--- config.mk ---
export PLATFORM = sky130hd
export DESIGN_NAME = post_add_acc
export DESIGN_NICKNAME = d
export VERILOG_FILES = /design/src/rtl/dsp48a1_pkg.sv /design/src/rtl/param_reg_2x1mux.sv /design/src/rtl/post_add_acc.sv
export SDC_FILE = /design/constraint.sdc
export NUM_CORES = 1
export LEC_CHECK = 0
export CAP_MARGIN = 20
export CORE_AREA = 2 2 157 159
export CTS_CLUSTER_DIAMETER = 30
export DETAILED_ROUTE_END_ITERATION = 8
export DIE_AREA = 0 0 159 161
export PLACE_DENSITY = 0.86
export SETUP_SLACK_MARGIN = 0.15
export SYNTH_ARGS = -nofsm -noshare
export SYNTH_HDL_FRONTEND = slang
export SYNTH_HIERARCHICAL = 1
export SYNTH_SLANG_ARGS = --single-unit
--- constraint.sdc ---
create_clock -name clk -period 10.9 [get_ports clk]
set_input_delay 2.18 -clock clk [delete_from_list [all_inputs] [get_ports clk]]
set_output_delay 2.18 -clock clk [all_outputs]
set_load 0.02 [all_outputs]
--- src/rtl/dsp48a1_pkg.sv ---
// Shared definitions for the DSP48A1 slice model: opmode bit positions,
// X/Z operand select encodings and default datapath widths.
package dsp48a1_pkg;

    localparam int P_WIDTH_DEF = 48;
    localparam int M_WIDTH_DEF = 36;

    localparam int OP_POSTSUB = 7;
    localparam int OP_CIN     = 5;
    localparam int OP_Z_HI    = 3;
    localparam int OP_Z_LO    = 2;
    localparam int OP_X_HI    = 1;
    localparam int OP_X_LO    = 0;

    typedef enum logic [1:0] {
        X_ZERO = 2'b00,
        X_M    = 2'b01,
        X_P    = 2'b10,
        X_DAB  = 2'b11
    } x_sel_e;

    typedef enum logic [1:0] {
        Z_ZERO = 2'b00,
        Z_PCIN = 2'b01,
        Z_P    = 2'b10,
        Z_C    = 2'b11
    } z_sel_e;

endpackage

--- src/rtl/param_reg_2x1mux.sv ---
// Optional pipeline register: SEL=1 gives a clock-enabled register with
// sync or async active-high reset, SEL=0 passes d straight through.
module param_reg_2x1mux #(
    parameter int    WIDTH   = 1,
    parameter string RSTTYPE = "ASYNC",
    parameter int    SEL     = 1
) (
    input  logic             clk,
    input  logic             rst,
    input  logic             ce,
    input  logic [WIDTH-1:0] d,
    output logic [WIDTH-1:0] q
);

    // Control inputs are legitimately idle when the stage is bypassed.
    logic unused_ctrl;
    assign unused_ctrl = ^{clk, rst, ce};

    generate
        if (SEL == 0) begin : g_bypass
            assign q = d;
        end else begin : g_reg
            logic [WIDTH-1:0] q_r;

            if (RSTTYPE == "SYNC") begin : g_sync
                always_ff @(posedge clk) begin
                    if (rst)     q_r <= '0;
                    else if (ce) q_r <= d;
                end
            end else begin : g_async
                // NOTE: reset sits in the sensitivity list so it acts without a clock edge and overrides ce.
                always_ff @(posedge clk or posedge rst) begin
                    if (rst)     q_r <= '0;
                    else if (ce) q_r <= d;
                end
            end

            assign q = q_r;
        end
    endgenerate

endmodule

--- src/rtl/post_add_acc.sv ---
// DSP48A1 post-adder/subtracter and P accumulator: X/Z operand muxes,
// carry-in selection, 49-bit add/sub and the P/carry-out registers.
module post_add_acc
    import dsp48a1_pkg::*;
#(
    parameter int    P_WIDTH     = P_WIDTH_DEF,
    parameter int    M_WIDTH     = M_WIDTH_DEF,
    parameter int    CREG        = 1,
    parameter int    OPMODEREG   = 1,
    parameter int    CARRYINREG  = 1,
    parameter int    PREG        = 1,
    parameter int    CARRYOUTREG = 1,
    parameter string CARRYINSEL  = "OPMODE5"
) (
    input  logic               clk,
    input  logic               rst_c,
    input  logic               rst_opmode,
    input  logic               rst_carryin,
    input  logic               rst_p,
    input  logic               ce_c,
    input  logic               ce_opmode,
    input  logic               ce_carryin,
    input  logic               ce_p,
    input  logic [7:0]         opmode,
    input  logic [M_WIDTH-1:0] m,
    input  logic [P_WIDTH-1:0] dab,
    input  logic [P_WIDTH-1:0] c,
    input  logic [P_WIDTH-1:0] pcin,
    input  logic               carryin,
    output logic [P_WIDTH-1:0] p,
    output logic [P_WIDTH-1:0] pcout,
    output logic               carryout,
    output logic               carryoutf
);

    // Any CARRYINSEL other than "CARRYIN" falls back to opmode[5].
    localparam bit USE_CIN_PORT = (CARRYINSEL == "CARRYIN");

    logic [P_WIDTH-1:0] c_r;
    logic [7:0]         opmode_r;
    logic               cin_sel;
    logic               cyi;
    logic [P_WIDTH-1:0] p_fb;
    logic [P_WIDTH-1:0] x_mux;
    logic [P_WIDTH-1:0] z_mux;
    logic [P_WIDTH:0]   sum_full;

    param_reg_2x1mux #(.WIDTH(P_WIDTH), .RSTTYPE("ASYNC"), .SEL(CREG)) u_creg (
        .clk (clk),
        .rst (rst_c),
        .ce  (ce_c),
        .d   (c),
        .q   (c_r)
    );

    param_reg_2x1mux #(.WIDTH(8), .RSTTYPE("ASYNC"), .SEL(OPMODEREG)) u_opmodereg (
        .clk (clk),
        .rst (rst_opmode),
        .ce  (ce_opmode),
        .d   (opmode),
        .q   (opmode_r)
    );

    assign cin_sel = USE_CIN_PORT ? carryin : opmode_r[OP_CIN];

    param_reg_2x1mux #(.WIDTH(1), .RSTTYPE("ASYNC"), .SEL(CARRYINREG)) u_cyireg (
        .clk (clk),
        .rst (rst_carryin),
        .ce  (ce_carryin),
        .d   (cin_sel),
        .q   (cyi)
    );

    // Feedback is only meaningful from a real P register; without one it is a loop.
    generate
        if (PREG != 0) begin : g_fb_reg
            assign p_fb = p;
        end else begin : g_fb_none
            assign p_fb = '0;
            always_comb begin
                assert (opmode_r[OP_X_HI:OP_X_LO] != X_P && opmode_r[OP_Z_HI:OP_Z_LO] != Z_P)
                    else $error("post_add_acc: P feedback selected with PREG=0 (combinational loop)");
            end
        end
    endgenerate

    // NOTE: every always_comb output gets a default first so no path can infer a latch.
    always_comb begin
        x_mux = '0;
        case (x_sel_e'(opmode_r[OP_X_HI:OP_X_LO]))
            X_ZERO: x_mux = '0;
            X_M:    x_mux = {{(P_WIDTH-M_WIDTH){1'b0}}, m};
            X_P:    x_mux = p_fb;
            X_DAB:  x_mux = dab;
            default: x_mux = '0;
        endcase
    end

    always_comb begin
        z_mux = '0;
        case (z_sel_e'(opmode_r[OP_Z_HI:OP_Z_LO]))
            Z_ZERO: z_mux = '0;
            Z_PCIN: z_mux = pcin;
            Z_P:    z_mux = p_fb;
            Z_C:    z_mux = c_r;
            default: z_mux = '0;
        endcase
    end

    // On subtract, bit 48 of the two's-complement result flags a borrow.
    always_comb begin
        sum_full = '0;
        if (opmode_r[OP_POSTSUB])
            sum_full = {1'b0, z_mux} - ({1'b0, x_mux} + {{P_WIDTH{1'b0}}, cyi});
        else
            sum_full = {1'b0, z_mux} + {1'b0, x_mux} + {{P_WIDTH{1'b0}}, cyi};
    end

    param_reg_2x1mux #(.WIDTH(P_WIDTH), .RSTTYPE("ASYNC"), .SEL(PREG)) u_preg (
        .clk (clk),
        .rst (rst_p),
        .ce  (ce_p),
        .d   (sum_full[P_WIDTH-1:0]),
        .q   (p)
    );

    param_reg_2x1mux #(.WIDTH(1), .RSTTYPE("ASYNC"), .SEL(CARRYOUTREG)) u_cyoreg (
        .clk (clk),
        .rst (rst_p),
        .ce  (ce_p),
        .d   (sum_full[P_WIDTH]),
        .q   (carryout)
    );

    assign pcout     = p;
    assign carryoutf = carryout;

    logic unused_op;
    assign unused_op = ^{opmode_r[6], opmode_r[4]};

endmodule

# Word-level counts from Yosys, hierarchy flattened
# Cells that the tools add are included.
[word_totals]
ff_bits = 106
latch_bits = 0
output_inout_bits = 98
input_bits = 198
memories = 0
rom_bits = 0
ram_bits = 0
[op_classes]
add_sub_neg = 4
mux = 3
n_eq_ne = 6
mul = 0
reduce_logical = 2
bitwise = 0
div = 0
shifts = 0
order_cmp = 0
[op_table]
columns = ["cell", "n"]
rows = [
  ["$pmux 48 s4", 2],
  ["$add 48x1->49", 1],
  ["$add 48x48->49", 1],
  ["$add 49x1->49", 1],
  ["$mux 49", 1],
  ["$sub 48x49->49", 1],
  ["$eq 2x2->1 const B", 4],
  ["$eq 2x1->1 const B", 2],
  ["$logic_not 2->1", 2],
]

# Longest topological paths before layout
# Gate-level depths: netlist of the first run.
[depth]
word_depth = 5
ltp_mapped = 20
depth_no_buf = 17

# Modules after synthesis
# The synthesis of the first run kept the hierarchy.
[by_module_without_submodules]
columns = ["module", "area_each_um2", "seq_area_each_um2", "cells_per_inst", "n_inst"]
rows = [
  ["post_add_acc", 9193.8, 0.0, 1301, 1],
  ["param_reg_2x1mux at u_creg ...", 1864.3, 1201.2, 102, 2],
  ["param_reg_2x1mux at u_opmodereg", 335.3, 200.2, 18, 1],
  ["param_reg_2x1mux at u_cyireg ...", 43.8, 25.0, 3, 2],
]

# Least setup slack after synthesis of the first run
# No wires, ideal clock.
[synth_path]
path_type = "input to register"
startpoint = "input port dab[0]"
endpoint = "register u_preg.g_reg.q_r[36] (netlist: u_preg/q[36])"
required_time_ps = 10775
t_arrival_ps = 5504
path_stages = 16
setup_slack_ps = 5271
n_path_buf = 0
path_cell_list = "mux2_2 -> a22oi_1 -> inv_1 -> fa_1 -> fa_1 -> nand2b_1 -> a21oi_1 -> a2111o_1 -> a21oi_1 -> o211ai_1 -> and2_1 -> o211a_1 -> o21ai_1 -> xnor2_1 -> mux2i_1 -> mux2_4"
[synth_between]
elab_chain_cells = 4
word_cells_on_any_way = 6
cone_classes = "add/sub (4); mux (2)"
[synth_rtl]
columns = ["item", "line_no", "rtl"]
rows = [
  ["start: declaration", "post_add_acc.sv:26", "input logic [P_WIDTH-1:0] dab,"],
  ["$pmux 48 s4 (*)", "post_add_acc.sv:90", "case (x_sel_e'(opmode_r[OP_X_HI:OP_X_LO]))"],
  ["$add 48x48->49 / $add 48x1->49 (equally long branches)", "post_add_acc.sv:116, post_add_acc.sv:114", ""],
  ["$add 49x1->49 / $sub 48x49->49 (equally long branches)", "post_add_acc.sv:116, post_add_acc.sv:114", ""],
  ["$mux 49 (*)", "post_add_acc.sv:113", "if (opmode_r[OP_POSTSUB])"],
  ["via sum_full[36]", "post_add_acc.sv:46", "logic [P_WIDTH:0] sum_full;"],
  ["end signal: assignment", "param_reg_2x1mux.sv:33", "if (rst) q_r <= '0;"],
  ["end signal: assignment", "param_reg_2x1mux.sv:34", "else if (ce) q_r <= d;"],
  ["end: declaration", "param_reg_2x1mux.sv:23", "logic [WIDTH-1:0] q_r;"],
]
# The timed path passes the listed nets; every way through them passes the cells marked *.
# A chain may end at the register's enable or synchronous reset.

# Worst setup path in the final report of the first run
[layout_path]
startpoint = "input port pcin[0]"
endpoint = "register u_preg.g_reg.q_r[44] (netlist: u_preg/q[44])"
[layout_between]
elab_chain_cells = 4
word_cells_on_any_way = 5
cone_classes = "add/sub (3); mux (2)"
[layout_rtl]
columns = ["item", "line_no", "rtl"]
rows = [
  ["start: declaration", "post_add_acc.sv:28", "input logic [P_WIDTH-1:0] pcin,"],
  ["$pmux 48 s4 (*)", "post_add_acc.sv:101", "case (z_sel_e'(opmode_r[OP_Z_HI:OP_Z_LO]))"],
  ["$add 48x48->49", "post_add_acc.sv:116", "sum_full = {1'b0, z_mux} + {1'b0, x_mux} + {{P_WIDTH{1'b0}}, cyi};"],
  ["$add 49x1->49", "post_add_acc.sv:116", ""],
  ["$mux 49 (*)", "post_add_acc.sv:113", ""],
  ["via sum_full[44]", "post_add_acc.sv:46", ""],
]
# Marked as above.

==> results of run 1 <==
==> layout make-up <==
type | count | area (µm²) | share of cell area (%)
Multi-Input combinational cell | 1159 | 9437 | 57.88
Timing Repair Buffer | 303 | 2995 | 18.37
Sequential cell | 104 | 2609 | 16.00
Inverter | 142 | 533.0 | 3.269
Tap cell | 324 | 405.4 | 2.487
Clock buffer | 9 | 225.2 | 1.381
Clock inverter | 7 | 91.34 | 0.5602
Antenna cell | 3 | 7.507 | 0.04605
==> power breakdown <==
part	internal, mW	switching (mW)
sequential	0.503	0.166
combinational	1.46	1.78
clock	0.168	0.196
==> sequential cells by signal, indices dropped and copies added, names as in the netlist <==
name           count
u_creg/q          48
u_cyireg/q         1
u_cyoreg/q         1
u_opmodereg/q      6
u_preg/q          48
==> worst paths after layout <==
kind,start,to,depth (start not counted)
max in group asynchronous,rst_p,u_preg/q[31],3
hold / removal,u_creg/q[45],u_creg/q[45],1
hold reg to reg,u_creg/q[45],u_creg/q[45],1
setup reg to reg,u_opmodereg/q[3],u_preg/q[44],17
min in group asynchronous,rst_carryin,u_cyireg/q,2
setup / recovery,pcin[0],u_preg/q[44],16
==> cell usage in the layout (no fill, tap or decap), types with 5 or more instances in the layout <==
master / n
clkdlybuf4s50_1: 290
mux2_2: 140
ha_1: 139
inv_1: 138
a21oi_1: 117
dfrtp_1: 99
nor2_1: 90
nand2_1: 79
xnor2_1: 63
a22o_1: 59
o21ai_0: 55
mux2_4: 48
a21o_1: 43
a22oi_1: 25
nor2b_1: 24
mux2i_1: 23
nand4_1: 20
nor3_1: 20
xor2_1: 20
nand3_1: 19
o21bai_1: 18
o21a_1: 12
nand2b_1: 11
a211oi_1: 11
buf_4: 11
clkbuf_16: 9
o211ai_1: 8
a31oi_1: 8
and2_1: 8
o31ai_1: 8
and3_1: 8
or3_1: 7
dfrtp_2: 5
==> worst register-to-register path, stage by stage, from the launching register on <==
cell and delay, ns:
dfrtp_2 0.35, buf_4 0.61, nor2b_4 0.29, buf_4 0.51, a22oi_1 0.31, fa_1 0.50, fa_1 0.46, nor2b_1 0.19
o31ai_1 0.11, a21oi_1 0.46, a311o_1 0.33, a221o_1 0.20, a21oi_2 0.09, o41ai_2 0.62, a311oi_2 0.20, xnor2_1 0.25
mux2i_1 0.14, mux2_2 0.27
==> routing by layer <==
| metal | part of all wire (%) | track usage (%) | routed length [µm] | vias to the layer above |
|---|---|---|---|---|
| li1 | - | - | - | 5782 |
| met1 | 43 | 41.10 | 18140 | 5934 |
| met2 | 46 | 54.68 | 19610 | 514 |
| met3 | 6.8 | 6.420 | 2864 | 104 |
| met4 | 3.8 | 13.18 | 1593 | 0 |
| met5 | 0 | 0 | 0 | - |
==> through the flow <==
step	setup WS [ns]	hold WS, ns	util, %	cell area (µm²)
after floorplan	5.271	0.4749	-	13270
after global placement	4.163	0.4827	66.68	15980
after detailed placement	4.108	0.4896	66.68	15980
after CTS	4.488	0.5125	68.00	16300
after global routing	4.148	0.5243	68.02	16300
final	4.398	0.5098	68.03	16300
==> reports/metrics.csv, run 1 <==
metric,value,unit
p_per_area,262.1,mW/mm²
post_cts_resized,0,
crit_buf_inv,1,
max-clock-path-buffers,2,
drc,0,
grt_pass1_wl,67040,µm
cts_buffers,9,
initial_core_util,55.36,%
slowest_delay,0.62,ns
netlist_area,0.01327,mm²
drt_wl_total,42210,µm
cp.arrival,6.77,ns
clkLatencyLatePin,0.38,ns
cts_setup_buffers,0,
start_kind,input pin,
dr_total_vias,12330,
crit_chain,clkdlybuf4s50_1 > mux2_2 > a22oi_1 > fa_1 > fa_1 > nor2b_1 > o31ai_1 > a21oi_1 > a311o_1 > a221o_1 > a21oi_2 > o41ai_2 > a311oi_2 > xnor2_1 > mux2i_1 > mux2_2,
ant_nets,0,
period_needed,6.502,ns
synthCells,1525,
clock_skew,0.02215,ns
required,11.17,ns
critical-path-top-delay-family,compound AO/OA/AOI/OAI gates,
leakagePower,7.298,nW
cts_root_buf,clkbuf_16,
die_w,159,µm
rsz0062_at_grt,no,
crit_fanout,5,
first_pass_iters,5,
core.rowCount,57,
grt_pass1_vias,12520,
vias_per_cell,6.014,
placedCellCount,2032,
grt_max_degree,53,
cap_violations,0,
ios,296,
tightest_slew,1.015,ns
gp_congestion,0.9497,
antenna_found_initial,3,
ys.warnings.count,6,
h-tree-depth,3,
setup_viol,0,
fp.coreArea,0.02396,mm²
n_fill_cell,2002,
tns,0,ns
run_status,"complete, no violations",
nets,2060,
die-area,0.02560,mm²
max_clock_freq,0.1538,GHz
avgSynthCellArea,8.699,µm²
syn2layout_area_growth,22.90,%
end_kind,flop,
total_power,4.273,mW
max_slew_margin,31.46,%
final_max_slew_viol_count,0,
cts_num_sinks,104,
cts_tree,done,
criticalPathCategory,input pin to flop,
grt_overflow_total,0,
fin_crit_sh,59.65,%
wire_per_inst,20.58,µm
finalHoldViolCount,0,
postSynthNetCount,1866,
min_path_type,flop to flop,
r2r_slack,4.92,ns
fp.dieH,161,µm
drt-initial-drc-count,883,
portBuffers,292,
grt_usage,32.50,%
dp_hpwl,32110,µm
fin_cells,2051,
ir_drop,0.1483,mV
drive_above_1_share,14.44,%
cts_hold_buffers,0,
cp_slowest_cell,o41ai_2,
clkTransAtPathRegs,0.09,ns
No activity file was read; power rests on OpenSTA's default activity.
==> run 2, diff against run 1 <==
- CORE_AREA: 2 2 157 159 -> 2 2 162 164
- DIE_AREA: 0 0 159 161 -> 0 0 164 166
- PLACE_DENSITY: 0.86 -> 0.82
- clock period: 10.9 -> 6.4 ns (I/O delays scaled with it)
==> run 2 against run 1 <==
Effect of this change: register-to-register slack worse by 3.9 ns; critical path depth did not move; flip-flop and latch count unchanged; count of clock-buffer cells in the layout is the same; combinational power rose by 71%; critical path type unchanged; critical endpoint is now u_preg/q[45]; highest routed layer unchanged.
==> reports/metrics.csv, run 2 (same netlist as run 1, synthesis figures left out) <==
metric,value,unit,change
drive_above_1_share,14.74,%,was 14.44%
cp.arrival,5.84,ns,was 6.77 ns
tightest_slew,0.9584,ns,was 1.015 ns
endpoint,u_preg/q[45],,was u_preg/q[44]
grt_pass1_vias,12260,,was 12.52k
final_core_util,63.74,%,was 68.03%
start_kind,input pin,,unchanged
syn2layout_area_growth,23.08,%,was 22.90%
gp_congestion,0.9452,,was 0.9497
crit_start,pcin[5],,was pcin[0]
fp.coreArea,0.02562,mm²,was 0.02396 mm²
layout_commonest_cell,clkdlybuf4s50_1,,unchanged
reg2reg_depth,16,,was 17
r2r_slack,1.01,ns,was 4.92 ns
criticalPathCategory,input pin to flop,,unchanged
end_kind,flop,,unchanged
drc,0,,unchanged
required,6.66,ns,was 11.17 ns
cts_buffers,9,,unchanged
min_path_type,flop to flop,,unchanged
clkLatencyLatePin,0.37,ns,was 0.38 ns
dp_hpwl,33080,µm,was 32110 µm
max_clock_freq,0.1792,GHz,
antenna_found_initial,0,,was 3
rsz0062_at_grt,no,,unchanged
leakagePower,7.310,nW,was 7.298 nW
clkTransAtPathRegs,0.08,ns,was 0.09 ns
first_pass_iters,6,,was 5
drt_wl_total,41880,µm,was 42210 µm
p_per_area,444.6,mW/mm²,was 262.1 mW/mm²
nets,2066,,was 2060
post_cts_resized,0,,unchanged
die-area,0.02722,mm²,was 0.02560 mm²
max_slew_margin,35.29,%,was 31.46%
antenna_cells,0,,was 3
cap_violations,0,,unchanged
period_needed,5.581,ns,
initial_core_util,51.79,%,was 55.36%
ir_drop,0.2423,mV,was 0.1483 mV
tns,0,ns,unchanged
wire_per_inst,20.28,µm,was 20.58 µm
grt_usage,30.24,%,was 32.50%
crit_fanout,5,,unchanged
cts_tree,done,,unchanged
cts_setup_buffers,0,,unchanged
portBuffers,292,,unchanged
fin_crit_sh,87.20,%,
grt_overflow_total,0,,unchanged
fp.dieH,166,µm,was 161 µm
cts_root_buf,clkbuf_16,,unchanged
die_w,164,µm,was 159 µm
finalHoldViolCount,0,,unchanged
final_max_slew_viol_count,0,,unchanged
run_status,"complete, no violations",,unchanged
setup_viol,0,,unchanged
cts_num_sinks,104,,unchanged
clock_skew,0.01356,ns,was 0.02215 ns
max-clock-path-buffers,2,,unchanged
dr_total_vias,12180,,was 12.33k
grt_max_degree,50,,was 53
drt-initial-drc-count,900,,was 883
worstReg2RegStart,u_opmodereg/q[1],,was u_opmodereg/q[3]
ant_nets,0,,unchanged
vias_per_cell,5.899,,was 6.014
cts_hold_buffers,0,,unchanged
layout_common_cells,"290 x clkdlybuf4s50_1, 140 x mux2_2, 139 x ha_1",,unchanged
reg2reg_to,u_preg/q[42],,was u_preg/q[44]
whs,0.5070,ns,was 0.5098 ns
core.rowCount,59,,was 57
h-tree-depth,3,,unchanged
ios,296,,unchanged
grt_pass1_wl,65570,µm,was 67040 µm
-- run 2: cell types whose count changed in the layout (fill, tap and decap cells not counted) --
cell,change
inv_8,-1
buf_4,+6
clkinv_4,+2
clkinv_8,-3
diode_2,-3
clkinvlp_4,+2
-- run 2: worst min path at each step --
| stage | from | endpoint | slack [ns] | cells after the start |
|---|---|---|---|---|
| floorplan | u_creg/q[13] | u_creg/q[13] | 0.47 | 1 |
| global placement | u_creg/q[47] | u_creg/q[47] | 0.48 | 1 |
| detailed placement | u_creg/q[0] | u_creg/q[0] | 0.49 | 1 |
| CTS | u_creg/q[16] | u_creg/q[16] | 0.51 | 1 |
| global route | u_creg/q[8] | u_creg/q[8] | 0.52 | 1 |
| finish | u_creg/q[16] | u_creg/q[16] | 0.51 | 1 |
-- run 2: final cells by class --
class	count	area, µm²
fillers	2154	9289
clock buffers	9	225.2
inverters	142	533.0
well taps	335	419.2
multi-input cells	1159	9437
repair buffers	309	3040
clock inverters	7	63.81
flip-flops and latches	104	2609
-- run 2: where the power goes --
part	total, mW	switching [mW]	internal [mW]
Sequential	1.14	0.289	0.856
Combinational	5.54	3.04	2.50
Clock	0.578	0.304	0.274
Total	7.26	3.63	3.63
-- run 2: through the flow --
stage	setup slack, ns	total power [mW]	area (µm²)	instances
2_1_floorplan	1.671	5.077	13270	1525
3_3_place_gp	0.6817	6.503	16040	2049
3_5_place_dp	0.6038	6.579	16040	2049
4_1_cts	0.9688	7.200	16330	2065
5_1_grt	0.6636	7.771	16330	2065
6_report	0.8189	7.259	16330	2065
-- run 2: worst max-delay path, cell delays in order --
cell,delay [ns]
clkdlybuf4s50_1,0.40
mux2_2,0.26
a22oi_1,0.21
inv_1,0.07
ha_1,0.26
nand2b_1,0.17
a311oi_1,0.45
a31o_2,0.24
a211oi_1,0.15
o311ai_0,0.83
a21oi_1,0.28
a31oi_1,0.47
o31ai_1,0.15
xnor2_1,0.20
o22ai_1,0.11
mux2_2,0.29
-- run 2: per-layer routing --
metal / vias up / part of all wire (%) / GRT usage (%)
met3: 51 / 6.0 / 3.821
met5: - / 0 / 0
li1: 5802 / - / -
met1: 5884 / 45 / 41.08
met2: 445 / 47 / 51.13
met4: 0 / 1.7 / 6.903
